--- config.mk ---
export PLATFORM = sky130hd
export DESIGN_NAME = ca_stream_decrypt
export DESIGN_NICKNAME = d
export VERILOG_FILES = /design/src/rtl/ca_stream_decrypt.sv
export SDC_FILE = /design/constraint.sdc
export NUM_CORES = 1
export LEC_CHECK = 0
export CAP_MARGIN = 15
export CORE_MARGIN = 4
export CORE_UTILIZATION = 35
export CTS_CLUSTER_SIZE = 20
export DETAILED_ROUTE_END_ITERATION = 12
export PLACE_DENSITY = 0.6
export SETUP_SLACK_MARGIN = 0.5
export SYNTH_ARGS = -nofsm -noshare
export SYNTH_HDL_FRONTEND = slang
export SYNTH_SLANG_ARGS = --single-unit
--- constraint.sdc ---
create_clock -name clk -period 2.15 [get_ports clk]
set_input_delay 0.43 -clock clk [delete_from_list [all_inputs] [get_ports clk]]
set_output_delay 0.43 -clock clk [all_outputs]
set_load 0.01 [all_outputs]
--- src/rtl/ca_stream_decrypt.sv ---
// Receive-side CA keystream decryptor: seeds an N-cell hybrid cellular automaton, warms it up,
// then XORs each accepted ciphertext byte with the low byte of the CA state.
module ca_stream_decrypt #(
    parameter int                   N_CELLS = 32,
    parameter int                   DATA_W  = 8,
    parameter int                   WARMUP  = 64,
    parameter logic [3*N_CELLS-1:0] RULES   = '0
) (
    input  logic               clk,
    input  logic               rst_n,
    input  logic               start,
    input  logic [N_CELLS-1:0] seed,
    output logic               busy,
    input  logic               in_valid,
    input  logic [DATA_W-1:0]  in_data,
    output logic               in_ready,
    output logic               out_valid,
    output logic [DATA_W-1:0]  out_data,
    input  logic               out_ready,
    output logic [1:0]         dbg_state
);

    // Handshakes: a beat transfers on a rising edge where valid && ready are both high.
    // in_ready depends combinationally on out_ready (one-deep output buffer) and start.
    localparam logic [1:0] ST_IDLE = 2'd0;
    localparam logic [1:0] ST_LOAD = 2'd1;
    localparam logic [1:0] ST_WARM = 2'd2;
    localparam logic [1:0] ST_RUN  = 2'd3;

    localparam int CNT_W = (WARMUP > 1) ? $clog2(WARMUP) : 1;
    localparam logic [CNT_W-1:0] CNT_LAST = CNT_W'(WARMUP - 1);

    logic [1:0]         state_q, state_d;
    logic [N_CELLS-1:0] s_q, s_d;
    logic [CNT_W-1:0]   cnt_q, cnt_d;
    logic               out_valid_q, out_valid_d;
    logic [DATA_W-1:0]  out_data_q, out_data_d;

    logic [N_CELLS+1:0] s_pad;
    logic [N_CELLS-1:0] ca_next;
    logic               accept;

    function automatic logic rule_f(input logic [2:0] r, input logic a, input logic b,
                                    input logic c);
        logic y;
        case (r)
            3'b000:  y = a ^ b ^ c ^ (b & c);
            3'b001:  y = a ^ b;
            3'b010:  y = a ^ c;
            3'b011:  y = a ^ (b & c);
            3'b100:  y = a ^ b ^ c;
            3'b101:  y = a ^ b ^ (b & c);
            3'b110:  y = a ^ c ^ (b & c);
            default: y = a;
        endcase
        return y;
    endfunction

    // Zero padding on both ends gives the null boundary cells.
    assign s_pad = {1'b0, s_q, 1'b0};

    always_comb begin
        ca_next = '0;
        for (int i = 0; i < N_CELLS; i++) begin
            ca_next[i] = rule_f(RULES[3*i +: 3], s_pad[i+1], s_pad[i], s_pad[i+2]);
        end
    end

    assign in_ready = (state_q == ST_RUN) && (!out_valid_q || out_ready) && !start;
    assign accept   = in_valid && in_ready;

    always_comb begin
        state_d     = state_q;
        s_d         = s_q;
        cnt_d       = cnt_q;
        out_valid_d = out_valid_q;
        out_data_d  = out_data_q;
        if (start) begin
            // Seed is captured while start is high; LOAD then fixes up an all-zero seed.
            state_d     = ST_LOAD;
            s_d         = seed;
            cnt_d       = '0;
            out_valid_d = 1'b0;
        end else begin
            case (state_q)
                ST_LOAD: begin
                    if (s_q == '0) s_d = N_CELLS'(1);
                    cnt_d   = '0;
                    state_d = ST_WARM;
                end
                ST_WARM: begin
                    s_d   = ca_next;
                    cnt_d = cnt_q + CNT_W'(1);
                    if (cnt_q == CNT_LAST) state_d = ST_RUN;
                end
                ST_RUN: begin
                    if (accept) begin
                        out_data_d  = in_data ^ s_q[DATA_W-1:0];
                        out_valid_d = 1'b1;
                        s_d         = ca_next;
                    end else if (out_ready) begin
                        out_valid_d = 1'b0;
                    end
                end
                default: ;
            endcase
        end
    end

    always_ff @(posedge clk or negedge rst_n) begin
        if (!rst_n) begin
            state_q     <= ST_IDLE;
            s_q         <= '0;
            cnt_q       <= '0;
            out_valid_q <= 1'b0;
            out_data_q  <= '0;
        end else begin
            state_q     <= state_d;
            s_q         <= s_d;
            cnt_q       <= cnt_d;
            out_valid_q <= out_valid_d;
            out_data_q  <= out_data_d;
        end
    end

    assign busy      = (state_q != ST_IDLE);
    assign out_valid = out_valid_q;
    assign out_data  = out_data_q;
    assign dbg_state = state_q;

endmodule

=== Word-level counts from Yosys, hierarchy flattened ===
Index checks and enable logic that the tools add are counted.

* Bitwise gates (word level): 123
* Add/subtract/negate cells: 1
* Reductions and logical operators: 16
* Equality and inequality tests: 7
* Muxes and demuxes: 13

{| class="wikitable"
|+ Operators with widths
! operator !! count
|-
| 2-to-1 mux 32 bit || 3
|-
| one-hot mux 32 bit (3 select lines) || 1
|-
| XOR 1 bit || 91
|-
| logical NOT 32 bit || 1
|-
| AND 1 bit || 30
|-
| one-hot mux 6 bit (2 select lines) || 1
|-
| inequality test 3 bit (second input constant) || 3
|-
| XOR 8 bit || 1
|-
| adder 6 x 1 -> 6 bit (second input constant) || 1
|-
| equality test 6 bit (second input constant) || 1
|-
| 2-to-1 mux 6 bit || 1
|-
| AND reduction 3 bit || 2
|-
| nonzero test 3 bit || 2
|-
| equality test 2 bit (second input constant) || 2
|-
| 2-to-1 mux 1 bit || 4
|-
| 2-to-1 mux 2 bit || 2
|-
| one-hot mux 2 bit (2 select lines) || 1
|-
| AND reduction 2 bit || 2
|-
| nonzero test 2 bit || 2
|-
| nonzero test 4 bit || 1
|-
| logical AND 1 bit || 3
|-
| equality test 2 x 1 -> 1 bit (second input constant) || 1
|-
| logical NOT 1 bit || 2
|-
| logical OR 1 bit || 1
|-
| NOT 1 bit || 1
|}

* Register bits after elaboration: 49

=== Longest topological paths before layout ===
Gate-level depths: netlist of run 1.

* Depth in word-level cells: 8
* Mapped depth: 8
* Depth with buffers taken out: 7

=== Least setup slack after synthesis of run 1 ===
Ideal clock, no wire load.

* Path kind: reg2reg
* Start point: register s_q[18]
* End point: register s_q[11]
* Setup slack: 0.438 ns
* Required time: 2.026 ns
* Cell stages (with the launch flop): 9
* Setup time: 0.124 ns
* Data arrival time: 1.587 ns
* Path through: dfrtp_1 inv_1 ha_1 nand4_1 o31ai_2 nand3_4 buf_6 a211oi_2 a21oi_1

* Word-level cells in the longest chain between the ends: 3

{| class="wikitable"
|+ RTL lines
! what !! line !! text
|-
| start, declared || 34 || <nowiki>logic [N_CELLS-1:0] s_q, s_d;</nowiki>
|-
| start signal, assigned || 113 || <nowiki>s_q <= '0;</nowiki>
|-
| start signal, assigned || 119 || <nowiki>s_q <= s_d;</nowiki>
|-
| logical NOT 32 bit || 87 || <nowiki>if (s_q == '0) s_d = N_CELLS'(1);</nowiki>
|-
| inequality test 3 bit (no source line) || n/a ||
|-
| AND reduction 3 bit (no source line) || n/a ||
|}

No other way between the ends.
A chain may end at the register's enable or synchronous reset.

=== Worst setup path in the final report of run 1 ===
* Start point: register s_q[0]
* End point: register s_q[31]

Same word-level chain as after synthesis.

==> results_dict.tcl, run 1 <==
set metrics [dict create \
    wl_met3_um 439 \
    min_period_ns 1.89 \
    clock_path_buffers 2 \
    synthTopCellsByCount "dfrtp_1 (49), a21oi_1 (45), inv_1 (37), nor2_1 (34), o21ai_0 (34)" \
    grt_pass1_vias 3012 \
    critPathMaxFanout 6 \
    core.rowCount 34 \
    netlist_area_mm2 0.00313 \
    nets 534 \
    synth_edf_count 0 \
    tightest_slew_ns 0.541 \
    power_leakage_nw 2.01 \
    slew_headroom_pct 63.9 \
    top_layer "met4" \
    skew_ns 0.00241 \
    worstPathArrival_ns 2.07 \
    wirelength_mm 9.30 \
    cts_buffers 5 \
    num_vias 3111 \
    design_area_mm2 0.00472 \
    cts_sinks 49 \
    dpl_cell_area_mm2 0.00392 \
    hold_path.class "input port to asynchronous set/reset pin" \
    grt.overflow.total 0 \
    final_cells 580 \
    cp_slowest_cell "dfrtp_2" \
    final-setup-viol-count 0 \
    drive_gt1_share_pct 29.9 \
    crit_top_cell "nand3_4" \
    num_antenna_cells 0 \
    drtIter0Drc 121 \
    ys_types 43 \
    tns_ns 0 \
    netlist_instances 363 \
    dpl.hpwl_mm 6.01 \
    slowest_delay_ns 0.43 \
    switching_share_pct 34.6 \
    hold_viol 0 \
    yosysMostFrequentCell "dfrtp_1" \
    layout_setup_ws_ns 0.261 \
    start_util_pct 35.9 \
    clk_pin_slew_worst_paths_ns 0.09 \
    synth_area_leader_cell "dfrtp_1" \
    power.share.clock_pct 17.5 \
    cp-end-kind "flop" \
    place_ws_ns -0.00822 \
    io_pins 58 \
    power.switching_mw 1.10 \
    first_pass_iters 4 \
    synthArstFlopShare_pct 100 \
    m1WireLength_mm 3.95 \
    synth.area.top_cells "dfrtp_1 (39%), a21oi_1 (7.2%), ha_1 (6.8%)" \
    syn_nets 425 \
    path_buf_inv 3 \
    p_comb_share_pct 44.5 \
    antenna_found_initial 0 \
    syn_area_per_cell_um2 8.61 \
    viasPerCell 5.36 \
    grt_setup_unrepaired "yes" \
    synthToLayoutAreaGrowth_pct 50.8 \
    cts_root_buffer "clkbuf_8" \
    cts_htree_levels 2 \
    die_w_um 103 \
    power_density_mw_per_mm2 676 \
    ant_nets 0 \
    p_seq_share_pct 38.0 \
    whs_ns 0.101 \
    synth-main-ff-cell "dfrtp_1" \
    insertion_delay_ns 0.30 \
    grt_max_degree 31 \
    synth_seq_cells 49 \
    max_cap_viol_count 0 \
    path_class "flop to flop" \
    p_int_mw 2.09 \
    drc 0 \
    ys_seq_area_share_pct 39.2 \
    critPathLaunchType "flop" \
    outcome "finished, final reports clean" \
    yosys.area.top_type_share_pct 39.2 \
    ir_drop_v 0.000327 \
    post-route-period-util_pct 87.9 \
    yosys_warnings 0 \
    fmax_mhz 529 \
    critPathTopFamily "compound AO/OA/AOI/OAI gates" \
    dieArea_mm2 0.0105 \
    wl_met2_mm 4.80 \
    dp.cells 525 \
    grt_pass1_wl_mm 14.4 \
    post_drt_wl_per_cell_um 16.0 \
    cts_tree "yes" \
    fp.dieH_um 103 \
    grt_usage_pct 17.3 \
    path_cells "inv_1 > ha_4 > nand3_4 > o31ai_4 > nand3_4 > buf_12 > buf_16 > a221oi_2 > a21oi_1" \
    core_area_mm2 0.00872 \
    port_buffers 57 \
    gp_congestion 0.772 \
    drv_slew 0 \
    cp.required_ns 2.34 \
]
[layout by cell type, fill, tap and decap left out, types with 6 or more instances in the layout]
master,netlist,layout
a21oi_1,45,44
ha_1,17,10
or3_1,15,14
a211oi_2,9,14
clkdlybuf4s50_1,0,41
ha_4,0,6
nor2_1,34,32
a22oi_1,15,15
inv_2,0,12
o22ai_2,0,8
xnor2_1,12,12
nor3_1,16,15
inv_1,37,25
buf_4,4,50
dlymetal6s2s_1,0,9
nand2_1,10,8
dfrtp_2,0,6
clkbuf_8,0,6
o21ai_0,34,30
dfrtp_1,49,43
[kinds of logic (layout without fill, tap and decap cells)]
kind of cell	after synthesis	after routing	synth area share, %
AO/OA/AOI/OAI	137	138	28.0
AND/OR/NAND/NOR	91	91	14.7
buffers and inverters	56	164	7.60
flip-flops	49	49	39.2
adder cells (fa/ha/maj)	17	17	6.80
XOR/XNOR	12	12	3.36
multiplexers	1	1	0.320
[metal layers]
metal | global-route usage (%) | vias up
met5 | 0 | -
met4 | 3.94 | 0
met3 | 2.71 | 11
met2 | 30.7 | 66
met1 | 22.0 | 1504
li1 | - | 1530
[layout make-up]
class,instances,area (µm²)
fill,789,4010
multi-input combinational,259,1930
sequential,49,1230
timing repair buffer,120,1190
inverter,37,139
tap,108,135
clock buffer,7,86.3
[power groups by stage]
stage          combinational [mW]  clock, mW  sequential (mW)
2_1_floorplan               0.650          0             1.23
3_3_place_gp                 1.01          0             1.24
3_5_place_dp                 1.05          0             1.25
4_1_cts                      1.27      0.579             1.22
5_1_grt                      1.57      0.609             1.23
6_report                     1.42      0.558             1.21
[sequential cells by signal, indices dropped and copies added (netlist names)]
signal,count
out_data,8
dbg_state,2
out_valid,1
s_q,32
cnt_q,6
[path summary, 6_finish.rpt]
path / start / to / slack, ns / cells after the start
min in group clk: out_data[1]$_DFFE_PN0P_ / out_data[1]$_DFFE_PN0P_ / 0.53 / 2
setup / recovery: s_q[0]$_DFFE_PN0P_ / s_q[31]$_DFFE_PN0P_ / 0.26 / 9
setup reg to reg: s_q[0]$_DFFE_PN0P_ / s_q[31]$_DFFE_PN0P_ / 0.26 / 9
max in group asynchronous: rst_n / cnt_q[5]$_DFFE_PN0P_ / 1.42 / 2
hold reg to reg: out_data[1]$_DFFE_PN0P_ / out_data[1]$_DFFE_PN0P_ / 0.53 / 2
hold / removal: rst_n / s_q[11]$_DFFE_PN0P_ / 0.10 / 1
[timing repair]
action                                  in CTS  in global routing
hold buffers                                 0                  0
endpoints found under the setup margin      40                 43
buffers inserted                            23                 20
cloned                                       4                  1
pin swaps                                   26                 15
resized for setup                           50                 37
[through the flow]
stage | power (mW) | utilization [%]
after CTS | 3.07 | 50.9
after detailed placement | 2.30 | 44.9
after global routing | 3.41 | 54.1
after global placement | 2.25 | 44.9
final | 3.19 | 54.1
after floorplan | 1.88 | -
(Power assumes the default switching activity.)
==> inputs of run 2 (changes only) <==
Settings changed: PLACE_DENSITY 0.6 to 0.63.
==> run 2 against run 1 <==
Net effect:
- register-to-register slack better by 0.05 ns
- first-iteration DRC count is 6.6% higher
- combinational power is 3% lower
- critical path depth is 1 lower
- count of clock-buffer cells in the layout is 1 higher
- sequential power hardly changed
==> results_dict.tcl, run 2 (synthesis results as in run 1) <==
set metrics [dict create \
    outcome "finished, final reports clean" \
    cts_buffers 5 \
    tns_ns 0 \
    port_buffers 57 \
    worstPathArrival_ns 2.06 \
    path_class "flop to flop" \
    grt_pass1_vias 2973 \
    path_cells "inv_1 > ha_1 > nand4_1 > o21ai_2 > nand3_4 > buf_4 > clkbuf_16 > o22ai_1" \
    die_w_um 103 \
    drv_slew 0 \
    insertion_delay_ns 0.31 \
    critPathMaxFanout 13 \
    tightest_slew_ns 0.415 \
    dp.cells 525 \
    ant_nets 0 \
    cts_sinks 49 \
    clk_pin_slew_worst_paths_ns 0.09 \
    largest_register_ffs 32 \
    grt_pass1_wl_mm 14.0 \
    drtIter0Drc 129 \
    hold_path.class "input port to asynchronous set/reset pin" \
    final_cells 580 \
    dpl_cell_area_mm2 0.00392 \
    crit_start "s_q[6]$_DFFE_PN0P_" \
    core_area_mm2 0.00872 \
    ir_drop_v 0.000298 \
    drc 0 \
    grt_max_degree 36 \
    top_register "s_q" \
    core.rowCount 34 \
    final_common_cell "buf_4" \
    dieArea_mm2 0.0105 \
    fp.dieH_um 103 \
    antenna_found_initial 0 \
    cp.required_ns 2.38 \
    min_period_ns 1.83 \
    synthToLayoutAreaGrowth_pct 48.1 \
    cts_root_buffer "clkbuf_8" \
    critPathLaunchType "flop" \
    cp-end-kind "flop" \
    max_cap_viol_count 0 \
    io_pins 58 \
    slowest_delay_ns 0.44 \
    fmax_mhz 545 \
    cp_slowest_cell "dfrtp_2" \
    post_drt_wl_per_cell_um 16.0 \
    layout_common_cells "buf_4 (49), a21oi_1 (42), dfrtp_1 (42), clkdlybuf4s50_1 (41), nor2_1 (32)" \
    slew_headroom_pct 72.3 \
    num_vias 3125 \
    grt_setup_unrepaired "yes" \
    cts_tree "yes" \
    gp_congestion 0.788 \
    first_pass_iters 6 \
    power_leakage_nw 1.96 \
    grt.overflow.total 0 \
    skew_ns 0.00910 \
    nets 533 \
    post-route-period-util_pct 85.3 \
    r2r_start "s_q[6]$_DFFE_PN0P_" \
    grt_usage_pct 16.7 \
    start_util_pct 35.9 \
    power_density_mw_per_mm2 676 \
    num_antenna_cells 0 \
    hold_viol 0 \
    cts_htree_levels 2 \
    final-setup-viol-count 0 \
    wirelength_mm 9.28 \
    viasPerCell 5.39 \
    drive_gt1_share_pct 29.2 \
    dpl.hpwl_mm 5.98 \
    clock_path_buffers 2 \
    design_area_mm2 0.00463 \
]
## run 2: changes by cell type in the layout (fill, tap and decap cells not counted), sizes merged
cell | before | now
clkbuf | 8 | 11
dlygate4sd2 | 3 | 6
dlymetal6s2s | 9 | 6
buf | 66 | 63
dlygate4sd3 | 0 | 1
a31o | 2 | 1
## run 2: metal layers
metal	vias to the layer above	GRT usage (%)	share of wire, %
li1	1528	-	-
met1	1509	21.4	43
met2	71	29.4	51
met3	17	2.30	4.1
met4	0	4.84	2.0
met5	-	0	0
## run 2: what timing repair did
item                                   in CTS  in global routing
setup buffers                              24                 19
pin swaps                                   8                  8
gates cloned                                1                  2
setup endpoints to repair                  47                 40
hold buffers                                1                  0
resized for setup                          48                 44
endpoints found under the hold margin       2                  0
## run 2: path summary, 6_finish.rpt
| check | endpoint | slack (ns) | cells after the start |
|---|---|---|---|
| worst max-delay path | s_q[26]$_DFFE_PN0P_ | 0.32 | 8 |
| max in group asynchronous | dbg_state[1]$_DFFE_PN0P_ | 1.15 | 3 |
| worst min-delay path | out_data[0]$_DFFE_PN0P_ | 0.44 | 2 |
| min in group clk | out_data[3]$_DFFE_PN0P_ | 0.52 | 2 |
| worst min register to register | out_data[3]$_DFFE_PN0P_ | 0.52 | 2 |
| worst max register to register | s_q[26]$_DFFE_PN0P_ | 0.32 | 8 |
## run 2: final cells by class
type / count / area, µm²
Sequential cell: 49 / 1230
Tap cell: 108 / 135
Timing Repair Buffer: 120 / 1150
Inverter: 37 / 139
Clock buffer: 8 / 80.1
Fill cell: 793 / 4090
Multi-Input combinational cell: 258 / 1890
## run 2: stage by stage
step,total power [mW],util (%),worst slack [ns],hold slack [ns]
2_1_floorplan,1.88,-,0.500,0.134
3_3_place_gp,2.25,44.9,-0.0103,0.233
3_5_place_dp,2.30,44.9,-0.0227,0.232
4_1_cts,2.99,49.4,0.325,0.443
5_1_grt,3.36,53.1,0.239,0.450
6_report,3.13,53.1,0.315,0.441
## run 2: worst max-delay path: cells and delay by family, from the launching register on
kind	cells	cell delay (ns)
DFF	1	0.44
AOI/OAI and AO/OA	2	0.38
buffers and inverters	3	0.45
and+or+nand+nor	2	0.31
adders and majority gates	1	0.17
## run 2: report_power, final
group          internal, mW  leakage (nW)  switching (mW)
logic                 0.706          1.33           0.671
registers              1.09         0.591           0.124
clock network         0.232        0.0395           0.314
total                  2.02          1.96            1.11
==> inputs of run 3 (changes only) <==
Settings changed: CAP_MARGIN 15 to not set, TNS_END_PERCENT set to 20.
==> run 3 against run 2 <==
Net effect:
- flip-flop and latch count unchanged
- non-clock buffer count down 21
- final area down 5.6%
- combinational power down 9%
- sequential power about the same
- clock power about the same
- die area unchanged
- first-iteration DRC count up 7.0%
- largest power group unchanged
==> results_dict.tcl, run 3 (synthesis results as in run 1) <==
set metrics [dict create \
    cts_root_buffer "clkbuf_8" \
    grt_max_degree 36 \
    drtIter0Drc 138 \
    cts_sinks 49 \
    min_period_ns 1.89 \
    grt_busiest_layer "met2" \
    dp.cells 525 \
    cp.required_ns 1.72 \
    reg2reg_to "s_q[13]$_DFFE_PN0P_" \
    largest_register_ffs 32 \
    final_cells 559 \
    antenna_found_initial 0 \
    grt.overflow.total 0 \
    crit_start "out_ready" \
    drc 0 \
    outcome "finished, final reports clean" \
    finalPower_mw 3.02 \
    grt_pass1_vias 2890 \
    die_w_um 103 \
    top_register "s_q" \
    grt_usage_pct 16.3 \
    cp-end-kind "output pin" \
    r2r_start "s_q[13]$_DFFE_PN0P_" \
    power_leakage_nw 1.77 \
    use_met2_pct 28.7 \
    tightest_slew_ns 0.440 \
    dpl.hpwl_mm 5.98 \
    cts_buffers 5 \
    drive_gt1_share_pct 21.3 \
    dieArea_mm2 0.0105 \
    insertion_delay_ns 0.31 \
    critPathCapture "in_ready" \
    max_cap_viol_count 0 \
    post_drt_wl_per_cell_um 16.0 \
    use_met1_pct 20.5 \
    synthToLayoutAreaGrowth_pct 39.8 \
    ant_nets 0 \
    drv_slew 0 \
    final_common_cell "clkdlybuf4s50_1" \
    dpl_cell_area_mm2 0.00392 \
    nets 512 \
    gp_congestion 0.788 \
    cts_tree "yes" \
    clk_pin_slew_worst_paths_ns 0.09 \
    cts_htree_levels 2 \
    hold_viol 0 \
    fp.dieH_um 103 \
    power_density_mw_per_mm2 690 \
    critPathLaunchType "input port" \
    io_pins 58 \
    fmax_mhz 529 \
    grt_pass1_wl_mm 13.6 \
    grt_setup_unrepaired "yes" \
    ff2ff_path_depth 8 \
    hold_path.class "input port to asynchronous set/reset pin" \
    port_buffers 57 \
    num_vias 3014 \
    clock_path_buffers 2 \
    grt_util_met3_pct 2.30 \
    slew_headroom_pct 70.4 \
    critPathMaxFanout 2 \
    viasPerCell 5.39 \
    layout_common_cells "clkdlybuf4s50_1 (52), a21oi_1 (44), dfrtp_1 (44), buf_4 (34), nor2_1 (33)" \
    design_area_mm2 0.00437 \
    regToRegSetupSlack_ns 0.27 \
    ir_drop_v 0.000288 \
    worstPathArrival_ns 1.46 \
    post-route-period-util_pct 87.9 \
    core_area_mm2 0.00872 \
    core.rowCount 34 \
    skew_ns 0.00798 \
    first_pass_iters 5 \
    path_class "input port to output pin" \
    num_antenna_cells 0 \
    final-setup-viol-count 0 \
    start_util_pct 35.9 \
    wirelength_mm 8.93 \
]
run 3: cell types whose count changed in the layout (fill, tap and decap cells not counted), sizes merged:
cell	delta
clkdlybuf4s15	+1
clkdlybuf4s50	+11
dlygate4sd2	-4
clkbuf	-1
buf	-23
bufbuf	+1
dlymetal6s2s	-6
run 3: cell type report:
type | instances | area (µm²)
clock buffer | 8 | 80.1
timing repair buffer | 99 | 968
inverter | 37 | 139
fill | 810 | 4350
sequential | 49 | 1230
tap | 108 | 135
multi-input combinational | 258 | 1820
run 3: repair_timing:
item	4_1_cts	5_1_grt
hold endpoints to repair	2	0
setup buffers	12	10
hold buffers	1	0
pin swaps	0	3
gates cloned	1	2
resized for setup	10	29
endpoints found under the setup margin	47	52
run 3: critical path: stages:
cell and delay, ns:
clkdlybuf4s50_1 0.47, and2b_1 0.19, nor2_1 0.11, clkdlybuf4s15_1 0.26
run 3: worst min path at each step:
| stage | startpoint | endpoint |
|---|---|---|
| detailed placement | rst_n | out_data[0]$_DFFE_PN0P_ |
| finish | rst_n | out_data[0]$_DFFE_PN0P_ |
| global route | rst_n | out_data[2]$_DFFE_PN0P_ |
| global placement | rst_n | out_data[2]$_DFFE_PN0P_ |
| floorplan | rst_n | cnt_q[0]$_DFFE_PN0P_ |
| CTS | rst_n | out_data[0]$_DFFE_PN0P_ |
run 3: through the flow:
step | TNS, ns | hold slack (ns) | util [%] | setup WS [ns]
finish | 0 | 0.440 | 50.1 | 0.261
global route | 0 | 0.450 | 50.1 | 0.201
CTS | 0 | 0.443 | 47.6 | 0.275
detailed placement | -0.0304 | 0.232 | 44.9 | -0.0227
global placement | -0.0103 | 0.233 | 44.9 | -0.0103
floorplan | 0 | 0.134 | - | 0.500
run 3: power by group:
part / switching [mW] / internal (mW)
logic: 0.606 / 0.648
clock network: 0.311 / 0.232
registers: 0.137 / 1.08
total: 1.05 / 1.96
run 3: routing by layer:
layer	share of wire, %	routed length (µm)
met1	42	3790
met5	0	0
met3	4.7	423
met2	51	4530
met4	2.1	187
==> patch 1: new RTL, flow settings as in run 3 <==
Set the parameter `WARMUP` to 128 (it was 64).
--- a/src/rtl/ca_stream_decrypt.sv
+++ b/src/rtl/ca_stream_decrypt.sv
@@ -4,5 +4,5 @@
     parameter int                   N_CELLS = 32,
     parameter int                   DATA_W  = 8,
-    parameter int                   WARMUP  = 64,
+    parameter int                   WARMUP  = 128,
     parameter logic [3*N_CELLS-1:0] RULES   = '0
 ) (
Function: no difference found for any inputs over 10 cycles, from zero or initial values and one cycle with rst_n low; that may be too few to reach the edited logic, so the function may still have changed.
==> patch 1 against run 3 <==
Total power is 4.9% higher. Wire length grew 3.2%. Setup slack gained 0.013 ns. Sequential cell count grew 1. Area after synthesis up 1.2%. Die area grew 1.1%. Sequential power barely moved. Design area up 3.8%. Hold slack worse by 0.21 ns. Cell count up 3.2%. Clock skew grew 0.00082 ns. Non-clock buffer count grew 14.
==> patch 1: results (changes against run 3) <==
- Status: finished clean (unchanged)
- Vias/cell: 5.38 (was 5.39)
- Arrival time worst endpoint: 2.08 ns (was 1.46 ns)
- Worst path max stage delay: 0.42 ns (was 0.47 ns)
- Placement Cell Area: 3910 sq um (was 3920 sq um)
- R2r setup slk: 0.27 ns
- Layout fillers: 817 (was 810)
- Initial antenna violation count: 0 (unchanged)
- Top reg by flops: s_q (unchanged)
- Routability cong.: 0.759 (was 0.788)
- Fraction of registers with async set/reset: 100% (unchanged)
- Synth area leaders: dfrtp_1 (40%), a21oi_1 (7.1%), ha_1 (6.7%) (was dfrtp_1 (39%), a21oi_1 (7.2%), ha_1 (6.8%))
- Post-synth top cells: dfrtp_1 (50), a21oi_1 (45), inv_1 (35), o21ai_0 (35), nor2_1 (31) (was dfrtp_1 (49), a21oi_1 (45), inv_1 (37), nor2_1 (34), o21ai_0 (34))
- GRT Total Usage: 17.9% (was 16.3%)
- Seq/Total Area, Yosys: 39.5% (was 39.2%)
- H-tree Lvls: 2 (unchanged)
- Psw: 1.09 mW (was 1.05 mW)
- Root buffer cell: clkbuf_8 (unchanged)
- Number of global-route vias before repair: 3034 (was 2890)
- Skew-Pair Late Insertion Delay: 0.31 ns (about the same)
- Mapped Avg Cell Area: 8.63 sq um (was 8.61 sq um)
- Critical path's slowest cell: dfrtp_1 (was clkdlybuf4s50_1)
- GRT overflow: 0 (unchanged)
- Dominant synthesized flop cell: dfrtp_1 (unchanged)
- N_diodes: 0 (unchanged)
- DRC errors left: 0 (unchanged)
- Number of CTS-inserted buffers: 5 (unchanged)
- Pre-CTS setup slack: 0.00345 ns (was -0.0227 ns)
- Max VDD drop: 0.274 mV (was 0.288 mV)
- Hold Slack: 0.225 ns (was 0.440 ns)
- Critical Path Fanout Max: 6 (was 2)
- Largest net degree at the start of global routing: 51 (was 36)
- Slew headroom: 56.7% (was 70.4%)
- First drt pass iteration count: 4 (was 5)
- Dpl cells: 528 (was 525)
- Leak Pwr: 1.89 nW (was 1.77 nW)
- Iter 0 DRT Violations: 132 (was 138)
- Fraction of layout instances using a drive strength above 1: 24.5% (was 21.3%)
- IO Port Bufs: 57 (unchanged)
- Final Skew: 0.00881 ns (was 0.00798 ns)
- Min cycle time layout: 1.88 ns (was 1.89 ns)
- Yosys warns: 0 (unchanged)
- Clk buf depth: 2 (unchanged)
- Mapped Nets: 429 (was 425)
- Vias: 3107 (was 3014)
- Detail Placement HPWL: 5740 um (was 5980 um)
- Drt total wl: 9210 um (was 8930 um)
- Max FFs per register: 32 (unchanged)
- First-pass GRT wire length: 14900 um (was 13600 um)
- CP delay by family, top: compound AO/OA/AOI/OAI gates (was buffers and inverters)
-- patch 1: metal layers --
metal / vias up / GRT usage (%) / wire (um)
li1: 1532 / - / -
met1: 1499 / 24.0 / 4080
met2: 71 / 29.7 / 4650
met3: 5 / 2.64 / 377
met4: 0 / 5.38 / 108
met5: - / 0 / 0
-- patch 1: kinds of logic (layout without fill, tap and decap cells) --
logic type	after synthesis	after routing	synth area share, %
adder cells (fa/ha/maj)	17	17	6.72
flip-flops	50	50	39.5
AND/OR/NAND/NOR	92	92	15.1
buffers and inverters	55	157	7.15
XOR/XNOR	12	12	3.32
AO/OA/AOI/OAI	141	141	28.1
-- patch 1: power groups by stage --
stage	combinational (mW)	sequential (mW)	clock, mW
after floorplan	0.628	1.25	0
after global placement	0.983	1.26	0
after detailed placement	1.02	1.27	0
after CTS	1.28	1.21	0.609
after global routing	1.53	1.24	0.641
final	1.36	1.22	0.592
-- patch 1: path summary, 6_finish.rpt --
check	endpoint	cells after the start	start
setup / recovery	s_q[11]	8	s_q[22]
hold / removal	s_q[17]	2	rst_n
setup reg to reg	s_q[11]	8	s_q[22]
min in group clk	cnt_q[6]	3	start
hold reg to reg	out_data[6]	2	out_data[6]
max in group asynchronous	s_q[2]	2	rst_n
-- patch 1: area by class of cell --
class | instances | area (sq um) | area share, %
clock inverters | 1 | 5.00 | 0.110
multi-input cells | 262 | 1820 | 40.1
repair buffers | 113 | 1100 | 24.2
flip-flops and latches | 50 | 1260 | 27.7
well taps | 108 | 135 | 2.98
inverters | 36 | 135 | 2.98
clock buffers | 7 | 86.3 | 1.90
-- patch 1: what timing repair did --
action | CTS | global route
pin swaps | 5 | 3
buffers inserted | 27 | 10
gates resized for setup | 50 | 8
endpoints found under the setup margin | 38 | 45
endpoints found under the hold margin | 0 | 0
cloned | 3 | 1
==> patch 2: new RTL, settings of run 3 <==
Without the edit above. Put one more register stage on the output `dbg_state`, with the module's reset. The value now appears one clock later. The other outputs are not delayed to match.
--- a/src/rtl/ca_stream_decrypt.sv
+++ b/src/rtl/ca_stream_decrypt.sv
@@ -127,5 +127,11 @@
     assign out_valid = out_valid_q;
     assign out_data  = out_data_q;
-    assign dbg_state = state_q;
+    always_ff @(posedge clk or negedge rst_n) begin
+        if (!rst_n) begin
+            dbg_state <= '0;
+        end else begin
+            dbg_state <= state_q;
+        end
+    end
 
 endmodule
Behaviour: not the same (a bounded check fails within 4 cycles, from zero or initial values and one cycle with rst_n low).
==> patch 2 against run 3 <==
Count of clock-buffer cells in the layout unchanged. Global-route usage down 0.29 points. Setup slack worse by 0.038 ns. Area after synthesis up 0.32%. Sequential cell count up 2. Critical endpoint is now s_q[20]. Design area down 0.72%. Wire length down 1.3%. Total power up 2.3%. Die area up 0.30%.
==> patch 2: results (changes against run 3) <==
- Status: finished clean (unchanged)
- First-pass GRT wire length: 13400 um (was 13600 um)
- Final Skew: 0.00827 ns (was 0.00798 ns)
- Reg clk slew, reported paths: 0.10 ns
- Dpl cells: 542 (was 525)
- Critical R2R Launch: s_q[12] (was s_q[13])
- First drt pass iteration count: 4 (was 5)
- Layout fillers: 835 (was 810)
- Layout Nets: 518 (was 512)
- Post-synth top cells: dfrtp_1 (51), a21oi_1 (47), o21ai_0 (40), inv_1 (37), nor2_1 (32) (was dfrtp_1 (49), a21oi_1 (45), inv_1 (37), nor2_1 (34), o21ai_0 (34))
- Vias: 2998 (was 3014)
- Critical Path Fanout Max: 8 (was 2)
- Critical path's slowest cell: dfrtp_1 (was clkdlybuf4s50_1)
- Psw: 1.07 mW (was 1.05 mW)
- Synth area leaders: dfrtp_1 (41%), a21oi_1 (7.5%), ha_1 (6.8%) (was dfrtp_1 (39%), a21oi_1 (7.2%), ha_1 (6.8%))
- Mapped Nets: 444 (was 425)
- Routability cong.: 0.763 (was 0.788)
- Drt total wl: 8810 um (was 8930 um)
- Leak Pwr: 1.77 nW (about the same)
- Arrival time worst endpoint: 2.16 ns (was 1.46 ns)
- GRT Total Usage: 16.0% (was 16.3%)
- CP delay by family, top: compound AO/OA/AOI/OAI gates (was buffers and inverters)
- Distinct cells, synth: 38 (was 43)
- Worst path max stage delay: 0.44 ns (was 0.47 ns)
- Number of global-route vias before repair: 2807 (was 2890)
- Largest net degree at the start of global routing: 37 (was 36)
- Seq/Total Area, Yosys: 40.7% (was 39.2%)
- Placement Cell Area: 3870 sq um (was 3920 sq um)
- Mapped Avg Cell Area: 8.21 sq um (was 8.61 sq um)
- Iter 0 DRT Violations: 174 (was 138)
- Slew headroom: 61.7% (was 70.4%)
- Finished Layout Cells: 565 (was 559)
- Max VDD drop: 0.314 mV (was 0.288 mV)
- Crit. Startpoint: s_q[12] (was out_ready)
- H-tree Lvls: 2 (unchanged)
-- patch 2: cell types whose count changed in the layout (fill, tap and decap cells not counted), moves of 10 or more --
cell	change
a211oi_2	-14
buf_4	-16
nand2_1	+12
o21ai_1	+13
o22ai_1	-11
o22ai_2	+10
-- patch 2: kinds of logic after synthesis --
family / count (synthesis) / share of synthesized area [%]
buf+inv: 55 / 7.42
compound gates: 139 / 25.3
fa+ha+maj: 17 / 6.78
xor+xnor: 12 / 3.35
flops: 51 / 40.7
mux: 1 / 0.319
simple gates: 107 / 16.1
-- patch 2: layout make-up --
| class | instances | area, sq um | area share, % |
|---|---|---|---|
| clock buffer | 8 | 100 | 2.31 |
| inverter | 37 | 139 | 3.20 |
| multi-input combinational | 276 | 1790 | 41.2 |
| sequential | 51 | 1280 | 29.5 |
| tap | 108 | 135 | 3.11 |
| timing repair buffer | 85 | 900 | 20.7 |
-- patch 2: worst paths after layout --
check | endpoint | slack, ns | cells after the start
setup / recovery | s_q[20] | 0.22 | 7
hold / removal | s_q[22] | 0.10 | 1
setup reg to reg | s_q[20] | 0.22 | 7
hold reg to reg | out_data[6] | 0.53 | 2
max in group asynchronous | s_q[5] | 1.48 | 2
min in group clk | out_data[6] | 0.53 | 2
-- patch 2: power groups by stage --
stage	registers [mW]	clock network [mW]	logic [mW]
2_1_floorplan	1.28	0	0.600
3_3_place_gp	1.28	0	0.964
3_5_place_dp	1.29	0	0.997
4_1_cts	1.26	0.636	1.03
5_1_grt	1.30	0.682	1.34
6_report	1.27	0.618	1.20
-- patch 2: what timing repair did --
item                       CTS  global route
setup buffers                3             7
gates resized for setup     13            37
pin swaps                    2             9
cloned                       0             5
setup endpoints to repair   35            45
-- patch 2: metal layers --
metal	GRT usage, %	up-vias	routed length, um
li1	-	1497	-
met1	21.4	1416	3880
met2	27.0	73	4430
met3	2.44	12	396
met4	4.14	0	106
met5	0	-	0
-- patch 2: stage by stage --
step | worst slack (ns) | power [mW] | utilization (%)
2_1_floorplan | 0.550 | 1.88 | -
3_3_place_gp | 0.105 | 2.25 | 44.4
3_5_place_dp | 0.0484 | 2.28 | 44.4
4_1_cts | 0.362 | 2.93 | 46.3
5_1_grt | 0.130 | 3.32 | 49.8
6_report | 0.223 | 3.09 | 49.8
